File: src/rtl/rv32m_pkg.sv
// rv32m_pkg: shared RV32M op encodings, FSM states and sign helpers
`ifndef XLEN
`define XLEN 32
`endif
package rv32m_pkg;
  localparam int M_XLEN = `XLEN;
  typedef enum logic [2:0] {
    F3_MUL    = 3'b000,
    F3_MULH   = 3'b001,
    F3_MULHSU = 3'b010,
    F3_MULHU  = 3'b011,
    F3_DIV    = 3'b100,
    F3_DIVU   = 3'b101,
    F3_REM    = 3'b110,
    F3_REMU   = 3'b111
  } m_f3_e;
  typedef enum logic [1:0] {
    IDLE = 2'd0,
    CALC = 2'd1,
    DONE = 2'd2
  } m_state_e;
  function automatic logic [M_XLEN-1:0] neg_xlen(input logic [M_XLEN-1:0] x);
    return ~x + 1'b1;
  endfunction
  function automatic logic [M_XLEN-1:0] abs_xlen(input logic [M_XLEN-1:0] x);
    return x[M_XLEN-1] ? neg_xlen(x) : x;
  endfunction
endpackage

File: src/rtl/rv32m_divcore.sv
// rv32m_divcore: restoring divider, one shift/subtract step per cycle
// Ports: i_clk, i_rst (sync, active-low), start loads dividend/divisor,
// step advances one bit. quotient/remainder show the values the current
// step produces, so the caller can capture the final step's result on the
// same edge that performs it.
module rv32m_divcore #(
  parameter int XLEN = 32
) (
  input  logic            i_clk,
  input  logic            i_rst,
  input  logic            start,
  input  logic            step,
  input  logic [XLEN-1:0] dividend,
  input  logic [XLEN-1:0] divisor,
  output logic [XLEN-1:0] quotient,
  output logic [XLEN-1:0] remainder
);
  logic [XLEN-1:0] q, r, d;
  logic [XLEN:0] rs;
  logic ge;
  assign rs = {r, q[XLEN-1]};
  assign ge = rs >= {1'b0, d};
  assign remainder = ge ? rs[XLEN-1:0] - d : rs[XLEN-1:0];
  assign quotient = {q[XLEN-2:0], ge};
  always_ff @(posedge i_clk) begin
    if (!i_rst) begin
      q <= '0;
      r <= '0;
      d <= '0;
    end else if (start) begin
      q <= dividend;
      r <= '0;
      d <= divisor;
    end else if (step) begin
      q <= quotient;
      r <= remainder;
    end
  end
endmodule

File: src/rtl/rv32m_ext_unit.sv
// rv32m_ext_unit: external RV32M multiply/divide responder for the EX stage
// Ports: i_clk, i_rst (sync, active-low), i_en request pulse with i_rs1,
// i_rs2, i_f3; o_res result held after o_ack, o_ack one-cycle completion.
// RV32M_FAST_MUL_EN: multiplies finish combinationally at accept.
module rv32m_ext_unit
  import rv32m_pkg::*;
#(
  parameter int XLEN = M_XLEN
) (
  input  logic            i_clk,
  input  logic            i_rst,
  input  logic            i_en,
  input  logic [XLEN-1:0] i_rs1,
  input  logic [XLEN-1:0] i_rs2,
  input  logic [2:0]      i_f3,
  output logic [XLEN-1:0] o_res,
  output logic            o_ack
);
  localparam int CW = $clog2(XLEN);
  m_state_e state;
  m_f3_e f3_q;
  logic [CW-1:0] cnt;
  logic neg_q, neg_r, sa, sb, s1, s2, dbz, accept, fast;
  logic [2*XLEN-1:0] p, p_n, pf;
  logic [XLEN:0] sum;
  logic [XLEN-1:0] mcand, a_mag, b_mag, quo, rem, res_mul, res_div, res_fin, res_fast;
  assign accept = state == IDLE && i_en;
  // Which operands are treated as signed: DIV/REM both, MUL/MULH both,
  // MULHSU only rs1, unsigned variants neither.
  assign sa = i_f3[2] ? ~i_f3[0] : i_f3[1:0] != 2'b11;
  assign sb = i_f3[2] ? ~i_f3[0] : ~i_f3[1];
  assign s1 = sa & i_rs1[XLEN-1];
  assign s2 = sb & i_rs2[XLEN-1];
  assign a_mag = sa ? abs_xlen(i_rs1) : i_rs1;
  assign b_mag = sb ? abs_xlen(i_rs2) : i_rs2;
  assign dbz = i_f3[2] && i_rs2 == '0;
  // Shift-add: multiplier sits in the low half of p and drains out the
  // bottom while partial sums enter the top.
  assign sum = {1'b0, p[2*XLEN-1:XLEN]} + (p[0] ? {1'b0, mcand} : '0);
  assign p_n = {sum, p[XLEN-1:1]};
  assign pf = neg_q ? -p_n : p_n;
  assign res_mul = f3_q == F3_MUL ? pf[XLEN-1:0] : pf[2*XLEN-1:XLEN];
  assign res_div = f3_q[1] ? (neg_r ? neg_xlen(rem) : rem) : (neg_q ? neg_xlen(quo) : quo);
  assign res_fin = f3_q[2] ? res_div : res_mul;
  assign o_ack = state == DONE;
`ifdef RV32M_FAST_MUL_EN
  logic [2*XLEN-1:0] fp;
  assign fp = {{XLEN{s1}}, i_rs1} * {{XLEN{s2}}, i_rs2};
  assign fast = ~i_f3[2];
  assign res_fast = i_f3 == F3_MUL ? fp[XLEN-1:0] : fp[2*XLEN-1:XLEN];
`else
  assign fast = 1'b0;
  assign res_fast = '0;
`endif
  rv32m_divcore #(.XLEN(XLEN)) u_div (
    .i_clk,
    .i_rst,
    .start(accept),
    .step(state == CALC),
    .dividend(a_mag),
    .divisor(b_mag),
    .quotient(quo),
    .remainder(rem)
  );
  always_ff @(posedge i_clk) begin
    if (!i_rst) begin
      state <= IDLE;
      cnt <= '0;
      o_res <= '0;
    end else if (state == IDLE) begin
      if (accept) begin
        f3_q <= m_f3_e'(i_f3);
        neg_q <= s1 ^ s2;
        neg_r <= s1;
        p <= {{XLEN{1'b0}}, b_mag};
        mcand <= a_mag;
        cnt <= '0;
        if (dbz) o_res <= i_f3[1] ? i_rs1 : '1;
        else if (fast) o_res <= res_fast;
        state <= dbz || fast ? DONE : CALC;
      end
    end else if (state == CALC) begin
      p <= p_n;
      cnt <= cnt + 1'b1;
      if (cnt == CW'(XLEN - 1)) begin
        o_res <= res_fin;
        state <= DONE;
      end
    end else begin
      state <= IDLE;
    end
  end
endmodule

File: config.mk
export PLATFORM = sky130hd
export DESIGN_NAME = rv32m_ext_unit
export DESIGN_NICKNAME = d
export VERILOG_FILES = /design/src/rtl/rv32m_pkg.sv /design/src/rtl/rv32m_divcore.sv /design/src/rtl/rv32m_ext_unit.sv
export SDC_FILE = /design/constraint.sdc
export NUM_CORES = 1
export LEC_CHECK = 0
export CORE_MARGIN = 5
export CORE_UTILIZATION = 55
export CTS_CLUSTER_DIAMETER = 100
export DETAILED_ROUTE_END_ITERATION = 12
export MAX_ROUTING_LAYER = met4
export PLACE_DENSITY = 0.83
export SYNTH_ARGS = -nofsm -noshare
export SYNTH_HDL_FRONTEND = slang
export SYNTH_SLANG_ARGS = --single-unit
File: constraint.sdc
create_clock -name i_clk -period 14.8 [get_ports i_clk]
set_clock_uncertainty 0.1 [all_clocks]
set_input_delay 2.96 -clock i_clk [delete_from_list [all_inputs] [get_ports i_clk]]
set_output_delay 2.96 -clock i_clk [all_outputs]
set_load 0.01 [all_outputs]
==> flow_summary.yaml <==
drt:
  antenna_left: 0
  dr.pass1.iters: 6
  drt_first_iter_violations: 2363
  drc: 0
  routedWlPerCell_um: 22.9
  via_per_inst: 6.56
  routed_wl_um: 65200
  top_layer: "met4"
  dr_wl_met3_um: 5420
  vias: 18700
  met1_length_um: 25900
  wl_met2_um: 30500
floorplanning:
  row_count: 67
  core_um2: 33600
  initial_core_util_pct: 55.9
  io_pins: 103
  fp.dieW_um: 195
  die_h_um: 195
  dieArea_um2: 38000
run:
  cap_violations: 0
clock_tree:
  clk_latency_ps: 540
  clock_tree.buffer_depth: 3
  htree_levels: 1
  hold_buffers: 0
  clkTransAtPathRegs_ps: 60
  cts_setup_buffers: 0
  numCtsBuffers: 26
  cts-resized-gates: 0
  ctsRootBufferMaster: "clkbuf_16"
  cts_tree: "yes"
  clkSinkCount: 236
yosys:
  ys_ff_latch: 236
  synth_edf_count: 101
  yosysMostFrequentCell: "nand2_1"
  synth_fa_ha_area_share_pct: 4.94
  syn_avg_cell_area_um2: 7.92
  synth_ff_type: "dfxtp_1"
  muxShareOfSynthArea_pct: 1.62
  synth_compound_gate_area_share_pct: 27.0
  netlist_top_cells_count: "nand2_1 (306), o21ai_0 (182), nor2_1 (181), a21oi_1 (148), dfxtp_1 (135)"
  synth_top_area_share_pct: 16.1
  synthCells: 2372
  ys_types: 87
  syn_nets: 2515
  seq_area_frac_synth_pct: 30.5
  yosys_warnings: 0
  synth_area_leaders: "edfxtp_1 (16%), dfxtp_1 (14%), nand2_1 (6.1%)"
  synthSimpleGateAreaFrac_pct: 21.6
  synth-xor-area-share_pct: 9.79
  synth_top_family_by_area: "compound AO/OA/AOI/OAI gates"
  synthesis.area_um2: 18800
  postSynth.asyncResetShare_pct: 0
  synth_top_cell_by_area: "edfxtp_1"
timing:
  setup_tns_ps: 0
  setup_violations: 0
  grt_setup_unrepaired: "false"
  period_share_pct: 48.7
  post-route-min-period_ps: 7210
  drv_slew: 0
  fmax_mhz: 139
  slew_headroom_pct: 28.6
  fin_ws_ps: 7590
  worst_pin_slew_ps: 1070
  hold_viol: 0
  hold-worst-slack_ps: 393
critical_path:
  crit_required_ps: 15180
  cp-end-kind: "flip-flop"
  cp-start-kind: "primary input"
  r2r_cells: 19
  critPathKind: "in -> reg"
  cp.arrival_ps: 7590
  crit_fanout: 16
min_path:
  hp-class: "reg -> reg"
  hold_path_depth: 2
grt:
  grt_pass1_wl_um: 101000
  track_usage_pct: 33.8
  antenna_found_initial: 0
  grt_max_degree: 90
  grt_overflow: 0
  grt_pass1_vias: 17500
power:
  p_total_mw: 2.42
  power_leakage_nw: 8.02
  ir_worst_vdd_mv: 0.0757
  power.density_nw_per_um2: 115
layout:
  multiInputGateArea_um2: 12200
  utilization_pct: 62.5
  nets: 2519
  final-seq-area_um2: 5740
  fillers: 2944
  syn_to_final_growth_pct: 11.7
  antenna_cells: 0
  drive_above_1_share_pct: 4.80
placement:
  gp_congestion: 1.01
  dp_hpwl_um: 49400
  place_ws_ps: 7280
  port_buffers: 102
status:
  outcome: "finished, final reports clean"
[routing by layer]
| layer | global-route usage, % | up-vias |
|---|---|---|
| li1 | - | 8706 |
| met5 | - | - |
| met4 | 13.9 | 0 |
| met3 | 4.16 | 179 |
| met2 | 55.0 | 928 |
| met1 | 42.9 | 8843 |
[cell families after synthesis]
family / count (synthesis)
flip-flops: 236
multiplexers: 30
AO/OA/AOI/OAI: 756
AND/OR/NAND/NOR: 840
adder cells (fa/ha/maj): 73
buffers and inverters: 227
XOR/XNOR: 210
[state kept, by name (all words and copies together), names as in the netlist, 2 cells and up]
name     flops
p           64
mcand       32
o_res       32
u_div.d     32
u_div.q     32
u_div.r     32
cnt          5
f3_q         3
state        2
[layout make-up]
class / count / share of cell area, %
inverter: 75 / 1.34
clock buffer: 38 / 3.91
sequential: 236 / 27.3
multi-input combinational: 1909 / 58.3
timing repair buffer: 128 / 5.77
clock inverter: 10 / 0.745
tap: 448 / 2.67
[where the power goes]
| part | internal [mW] | total, mW | switching [mW] |
|---|---|---|---|
| sequential | 0.730 | 0.773 | 0.0423 |
| combinational | 0.324 | 0.913 | 0.589 |
| clock | 0.455 | 0.733 | 0.279 |
| total | 1.51 | 2.42 | 0.910 |
[path summary, 6_finish.rpt]
path / from / to / slack [ps]
setup reg to reg: u_div.r[5] / o_res[30] / 8120
hold reg to reg: cnt[4] / cnt[4] / 390
hold / removal: cnt[4] / cnt[4] / 390
setup / recovery: i_rs2[21] / o_res[20] / 7590
[layout by cell type (no fill, tap or decap), drive strengths merged, types with 28 or more instances in the layout]
master	n
nand2	306
o21ai	183
nor2	181
a21oi	148
dfxtp	135
xnor2	115
edfxtp	101
clkdlybuf4s50	101
xor2	95
inv	74
ha	71
and2	62
a211oi	56
nor3	52
a21boi	48
o31ai	47
nand3	42
clkbuf	38
o211ai	36
or3	35
a22oi	34
nand4	33
o211a	28
[through the flow]
step	area [um^2]	cells
finish	21000	2844
global route	21000	2844
CTS	21000	2844
detailed placement	20000	2796
global placement	20000	2796
floorplan	18800	2372
[critical path, cell delays in order]
cell	delay (ps)
clkdlybuf4s50_1	490
nor4_1	580
nand2_1	180
or3_1	390
or3_1	340
nor3_1	500
a21o_1	620
nand2_1	330
inv_1	430
nand2_1	210
a2111oi_0	400
a211o_1	160
(Power assumes the default switching activity.)
